`config.mk`:
```
export PLATFORM = sky130hd
export DESIGN_NAME = seq_shift_add_multiplier
export DESIGN_NICKNAME = d
export VERILOG_FILES = /design/src/rtl/seq_shift_add_multiplier.sv
export SDC_FILE = /design/constraint.sdc
export NUM_CORES = 1
export LEC_CHECK = 0
export ABC_AREA = 1
export CORE_ASPECT_RATIO = 1.1
export CORE_UTILIZATION = 25
export CTS_BUF_LIST = sky130_fd_sc_hd__clkbuf_4
export CTS_CLUSTER_DIAMETER = 60
export CTS_CLUSTER_SIZE = 14
export DETAILED_ROUTE_END_ITERATION = 8
export GPL_ROUTABILITY_DRIVEN = 0
export PLACE_DENSITY = 0.44
export SLEW_MARGIN = 20
export SYNTH_ARGS = -nofsm -noshare
export SYNTH_HDL_FRONTEND = slang
export SYNTH_SLANG_ARGS = --single-unit
```
`constraint.sdc`:
```
create_clock -name clock -period 2.6 [get_ports clock]
set_clock_uncertainty 0.15 [all_clocks]
set_input_delay 0.26 -clock clock [delete_from_list [all_inputs] [get_ports clock]]
set_output_delay 0.26 -clock clock [all_outputs]
set_load 0.02 [all_outputs]
```
`src/rtl/seq_shift_add_multiplier.sv`:
```
// Sequential shift-add multiplier with start/ready request and valid/ready result handshakes.
// WIDTH-bit operands, 2*WIDTH-bit product {HI,LO}, one add/shift step per clock.
// Optional signed mode (magnitude multiply plus final negation) is enabled by defining SIGNED_MODE_EN.
module seq_shift_add_multiplier #(
  parameter int unsigned WIDTH = 8
) (
  input  logic               clock,
  input  logic               reset,
  input  logic               start,
  input  logic [WIDTH-1:0]   multiplicand,
  input  logic [WIDTH-1:0]   multiplier,
  input  logic               signed_op,
  input  logic               abort,
  output logic               start_ready,
  output logic               busy,
  output logic               result_valid,
  input  logic               result_ready,
  output logic [2*WIDTH-1:0] product
);

  localparam int unsigned CNT_W = $clog2(WIDTH + 1);

`ifdef SIGNED_MODE_EN
  typedef enum logic [1:0] {IDLE = 2'd0, CALC = 2'd1, FIX = 2'd2, DONE = 2'd3} state_t;
`else
  typedef enum logic [1:0] {IDLE = 2'd0, CALC = 2'd1, DONE = 2'd3} state_t;
`endif

  state_t           state, state_nxt;
  logic [WIDTH-1:0] hi, lo, mcand;
  logic [WIDTH-1:0] hi_nxt, lo_nxt, mcand_nxt;
  logic [CNT_W-1:0] count, count_nxt;
  logic [WIDTH:0]   sum_c;
  logic [WIDTH-1:0] a_load_c, b_load_c;

`ifdef SIGNED_MODE_EN
  logic neg, neg_nxt, neg_load_c;

  // Signed requests load operand magnitudes; -2^(WIDTH-1) maps onto its own bit pattern as an unsigned magnitude.
  always_comb begin
    a_load_c   = multiplicand;
    b_load_c   = multiplier;
    neg_load_c = 1'b0;
    if (signed_op) begin
      if (multiplicand[WIDTH-1]) a_load_c = WIDTH'(-multiplicand);
      if (multiplier[WIDTH-1])   b_load_c = WIDTH'(-multiplier);
      neg_load_c = multiplicand[WIDTH-1] ^ multiplier[WIDTH-1];
    end
  end
`else
  logic unused_signed_op;

  // Unsigned-only build: operands pass straight through, signed_op has no effect.
  assign a_load_c         = multiplicand;
  assign b_load_c         = multiplier;
  assign unused_signed_op = signed_op;
`endif

  // WIDTH+1-bit partial-sum adder; the carry becomes the new HI MSB.
  assign sum_c = {1'b0, hi} + {1'b0, mcand};

  // Product is the HI/LO register pair itself.
  assign product = {hi, lo};

  // Next-state and datapath update.
  always_comb begin
    state_nxt = state;
    hi_nxt    = hi;
    lo_nxt    = lo;
    mcand_nxt = mcand;
    count_nxt = count;
`ifdef SIGNED_MODE_EN
    neg_nxt   = neg;
`endif
    case (state)
      IDLE: begin
        if (start) begin
          hi_nxt    = '0;
          lo_nxt    = b_load_c;
          mcand_nxt = a_load_c;
          count_nxt = CNT_W'(WIDTH);
`ifdef SIGNED_MODE_EN
          neg_nxt   = neg_load_c;
`endif
          state_nxt = CALC;
        end
      end
      CALC: begin
        if (abort) begin
          state_nxt = IDLE;
        end else begin
          if (lo[0]) {hi_nxt, lo_nxt} = {sum_c, lo[WIDTH-1:1]};
          else       {hi_nxt, lo_nxt} = {1'b0, hi, lo[WIDTH-1:1]};
          count_nxt = count - CNT_W'(1);
          if (count == CNT_W'(1)) begin
`ifdef SIGNED_MODE_EN
            state_nxt = neg ? FIX : DONE;
`else
            state_nxt = DONE;
`endif
          end
        end
      end
`ifdef SIGNED_MODE_EN
      FIX: begin
        if (abort) begin
          state_nxt = IDLE;
        end else begin
          {hi_nxt, lo_nxt} = (2*WIDTH)'(-{hi, lo});
          state_nxt        = DONE;
        end
      end
`endif
      DONE: begin
        if (result_ready) state_nxt = IDLE;
      end
      default: state_nxt = IDLE;
    endcase
  end

  // State, datapath and registered handshake outputs.
  always_ff @(posedge clock) begin
    if (!reset) begin
      state        <= IDLE;
      hi           <= '0;
      lo           <= '0;
      mcand        <= '0;
      count        <= '0;
`ifdef SIGNED_MODE_EN
      neg          <= 1'b0;
`endif
      start_ready  <= 1'b1;
      busy         <= 1'b0;
      result_valid <= 1'b0;
    end else begin
      state        <= state_nxt;
      hi           <= hi_nxt;
      lo           <= lo_nxt;
      mcand        <= mcand_nxt;
      count        <= count_nxt;
`ifdef SIGNED_MODE_EN
      neg          <= neg_nxt;
      busy         <= (state_nxt == CALC) || (state_nxt == FIX);
`else
      busy         <= (state_nxt == CALC);
`endif
      start_ready  <= (state_nxt == IDLE);
      result_valid <= (state_nxt == DONE);
    end
  end

endmodule

```
### Word-level counts from Yosys, hierarchy flattened

Index checks and enable logic that the tools add are counted.

| operators by class | value |
|---|---|
| muxes and demuxes | 16 |
| $add $sub $neg | 2 |
| reduce and logical (&&, ||, !) cells | 5 |
| equality and inequality tests | 7 |

Operator list:

| kind | number |
|---|---|
| 2-to-1 mux 8 bit | 6 |
| case mux 8 bit (2 select lines) | 2 |
| adder 8 x 8 -> 9 bit | 1 |
| 2-to-1 mux 2 bit | 4 |
| 2-to-1 mux 4 bit | 2 |
| case mux 4 bit (2 select lines) | 1 |
| case mux 2 bit (3 select lines) | 1 |
| == test 2 x 1 -> 1 bit, second input constant | 2 |
| == test 2 bit, second input constant | 2 |
| == test 4 x 1 -> 1 bit, second input constant | 1 |
| logical NOT 2 bit | 2 |
| != test 2 bit, second input constant | 2 |
| subtractor 4 x 1 -> 4 bit, second input constant | 1 |
| AND reduction 3 bit | 1 |
| AND reduction 2 bit | 1 |
| nonzero test 2 bit | 1 |

| storage, ports and cells | value |
|---|---|
| input bits | 22 |
| logic and storage cells | 38 |
| register bits after elaboration | 33 |

### Logic depth before layout (Yosys ltp)

| depth | value |
|---|---|
| depth after elaboration | 5 |
| mapped depth | 12 |
| mapped depth without buffers | 12 |

### Worst setup path before layout

OpenSTA, ideal clock, no wires.

| timing path | value |
|---|---|
| kind | register -> register |
| start point | register hi[0] |
| end point | register hi[3] |
| cell stages (with the launch flop) | 12 |
| period minus slack after synthesis | 1994 ps |
| slack | 606 ps |
| arrival time | 1774 ps |
| cell sequence | dfxtp_1 > ha_1 > inv_1 > fa_1 > inv_1 > nand2_1 > nand2_1 > nand2_1 > or2_2 > nand3_1 > nand2_1 > a21oi_1 |

| between the ends | value |
|---|---|
| cells in the longest elaborated chain, start to end | 4 |

Ends and longest elaborated chain:

| what | RTL line | RTL |
|---|---|---|
| start: declaration | 30 | `logic [WIDTH-1:0] hi, lo, mcand;` |
| start signal: assignment | 137 | `hi <= hi_nxt;` |
| adder 8 x 8 -> 9 bit | 60 | `assign sum_c = {1'b0, hi} + {1'b0, mcand};` |
| 2-to-1 mux 8 bit | 92 | `if (lo[0]) {hi_nxt, lo_nxt} = {sum_c, lo[WIDTH-1:1]};` |
| 2-to-1 mux 8 bit | 89 | `if (abort) begin` |
| case mux 8 bit (2 select lines) | 75 | `case (state)` |

No other way between the ends. The select of a mux whose other input is x is not followed.
A chain may end at the register's enable or synchronous reset.

### Worst setup path in the final report

Ends and elaborated chain as after synthesis.

==> impl_results.md <==
* Area delta synth->final at 28.40%
* Gr ovfl total at 0
* Ant diodes at 0
* Hold Fails Final Rpt at 0
* Slew margin rel. at between 60 and 70%
* Die area at 7623 um^2
* Outcome: completed
* Setup WS post-layout at approximately 0.57 ns
* Final net count at 316
* Post-cts sizing count at 0
* Unrepaired setup endpoints after global routing: no
* Synth Instances at 244
* TritonRoute pass-1 iters at 4
* CTS tree: built
* Crit Path Max Fanout at 4
* Mapped Area at around 1800 um^2
* Leading area contributor after synthesis: dfxtp_1
* Post-synthesis register bit count at 33
* Fin area at 2336 um^2
* Minimum clock period at 2.031 ns
* Setup TNS at 0 ns
* Layout Utilization at approximately a third
* Clock Pin Slew Worst Setup and Hold Paths at around 0.12 ns
* Clk_lat worst skew at approximately 0.35 ns
* Number of synthesized flops with an enable pin at 0
* MaxCap Viol Count at 0
* CTS max path bufs at 2
* ANT nets after route at 0
* Worst slack at placement at approximately 0.6 ns
* H-Tree Level Count at 2
* Layout cells sized above 1 at 8.803%
* First DRT Iteration DRCs at 30
* CTS Sinks at 33
* IO Pins at between 40 and 50
* Die width at roughly 83 um
* Max Slew Vio Count at 0
* Ranking of synthesized cells by area: dfxtp_1, nand2_1, nor2_1, ha_1, o21ai_0
* Chip Height at approximately 91 um
* Largest net degree at the start of global routing at 20
* Mean Syn Cell Area at about 7.5 um^2
* Yosys warning total at 0
* Synth cell types at 35
* PortBufs at 39
* Initial antenna violation count at 0
* CP required at around 2.7 ns
* GRT Total Usage at roughly an eighth
* Post-DP Area at between 2000 and 2500 um^2
* Vias in the first global route at between 1500 and 2000
* Area of the core at around 7000 um^2
* Leak pwr at between 0.9 and 1 nW
* DRC violations left at 0
* Worst Path Arrival at about 2.2 ns
* Wire per inst at ~12 um
* Hold Buf Count CTS at 0
* WS Path Type: reg2reg
* Setup Viol. Count Final at 0
* Cts bufs inserted at 5
* Fillers at approximately 750
* Tcrit/Tclk final at 78.11%
* Clock Tree Root: clkbuf_4
* Worst Hold Depth at 3
* Area share of the largest cell type after synthesis at 36.31%
* CP endpoint kind: flop
* Routed WL at 4590 um
* Syn Nets at about 280
* Startpoint Class: flop
* Synth async-reset ratio at 0%
* Routed via count at around 1700
* Via/cell ratio at roughly 4.6
* VDD IR max at 0.0002407 V
* Worst Reg-to-Reg Cells at 11
* Main synth FF type: dfxtp_1
* Starting Density at about a quarter
* FP Rows at 32
* Total setup buffers inserted after CTS at 0
* Power Dens Cells at about 520 nW/um^2
* Max frequency at ~0.49 GHz
* DPL Wire Length at 3278 um
* Seq/Total Area, Yosys at roughly 36%
* Hold crit path type: in2reg
* First-pass GRT wire length at about 8000 um
* Worst Max-Slew Pin Slew at ~0.5 ns
[report_power, final]
group          internal (W)  switching (W)  total [W]  leakage, nW
Clock              0.000199       0.000202   0.000401       0.0389
Combinational      0.000114       0.000145   0.000259        0.640
Sequential         0.000540      0.0000247   0.000564        0.271
[state kept, by name (all words and copies together) (netlist names)]
name and cells:
hi 8, result_valid 1, state 2, busy 1
lo 8, mcand 8, count 4, start_ready 1
[cell usage in the layout (no fill, tap or decap), drive strengths merged]
master         instances
a211oi                 1
a21oi                 15
a31oi                  8
buf                    2
bufinv                 1
clkbuf                 5
clkdlybuf4s50         39
clkinv                 1
clkinvlp               1
dfxtp                 33
fa                     1
ha                    10
inv                   27
nand2                 53
nand3                 17
nand3b                 2
nand4                  1
nor2                  37
nor3                   1
o211ai                 2
o21a                   1
o21ai                 20
o22ai                  1
o31ai                  1
or2                    3
xnor2                  1
[area by class of cell]
cell class | count | area (um^2) | area share [%]
clock buffers | 5 | 37.54 | 1.607
flip-flops and latches | 33 | 660.6 | 28.28
repair buffers | 41 | 405.4 | 17.35
well taps | 85 | 106.4 | 4.553
inverters | 27 | 113.9 | 4.874
multi-input cells | 175 | 970.9 | 41.56
clock inverters | 3 | 41.29 | 1.768
[worst paths after layout]
kind / start / end / slack, ns
worst max register to register: hi[0]$_SDFFE_PN0P_ / hi[3]$_SDFFE_PN0P_ / 0.57
worst min-delay path: multiplier[2] / lo[2]$_SDFFE_PN0P_ / 0.32
worst min register to register: mcand[2]$_SDFFE_PN0P_ / mcand[2]$_SDFFE_PN0P_ / 0.35
worst max-delay path: hi[0]$_SDFFE_PN0P_ / hi[3]$_SDFFE_PN0P_ / 0.57
[synth_stat cells, types with 2 or more instances]
| master | instances |
|---|---|
| inv_2 | 2 |
| inv_1 | 22 |
| nand3_1 | 16 |
| or2_2 | 3 |
| a21oi_1 | 14 |
| nand2_1 | 51 |
| o21ai_0 | 19 |
| inv_4 | 2 |
| dfxtp_1 | 33 |
| nor2_1 | 36 |
| buf_6 | 5 |
| ha_1 | 10 |
| nand2_8 | 2 |
| a31oi_1 | 7 |
| nand3b_1 | 2 |
[cell families after synthesis]
| logic type | after synthesis | share of synthesized area [%] |
|---|---|---|
| flops | 33 | 36.31 |
| buf+inv | 36 | 10.32 |
| fa+ha+maj | 11 | 7.978 |
| compound gates | 49 | 15.82 |
| simple gates | 114 | 29.09 |
| xor+xnor | 1 | 0.4815 |
[routing by layer]
metal | share of wire [%] | GRT usage (%)
met2 | 45 | 21.93
met5 | 0 | 0
met3 | 5.7 | 3.273
met1 | 48 | 16.46
met4 | 1.2 | 3.879
[through the flow]
stage          hold slack (ns)  std cells  total power, W
4_1_cts                 0.3066        369        0.001243
3_3_place_gp            0.3296        361       0.0008394
3_5_place_dp            0.3352        361       0.0008386
5_1_grt                 0.3225        369        0.001293
2_1_floorplan           0.2676        244       0.0007451
6_report                0.3195        369        0.001225
[worst max-delay path, cell delays in order (launching register included)]
cell,delay [ns]
dfxtp_1,0.39
ha_1,0.19
inv_1,0.06
fa_1,0.40
inv_1,0.07
nand2_1,0.05
nand2_1,0.07
nand2_1,0.08
or2_2,0.28
nand3_1,0.07
nand2_1,0.06
a21oi_1,0.11
Note: power is estimated with default switching activity, not from simulation.
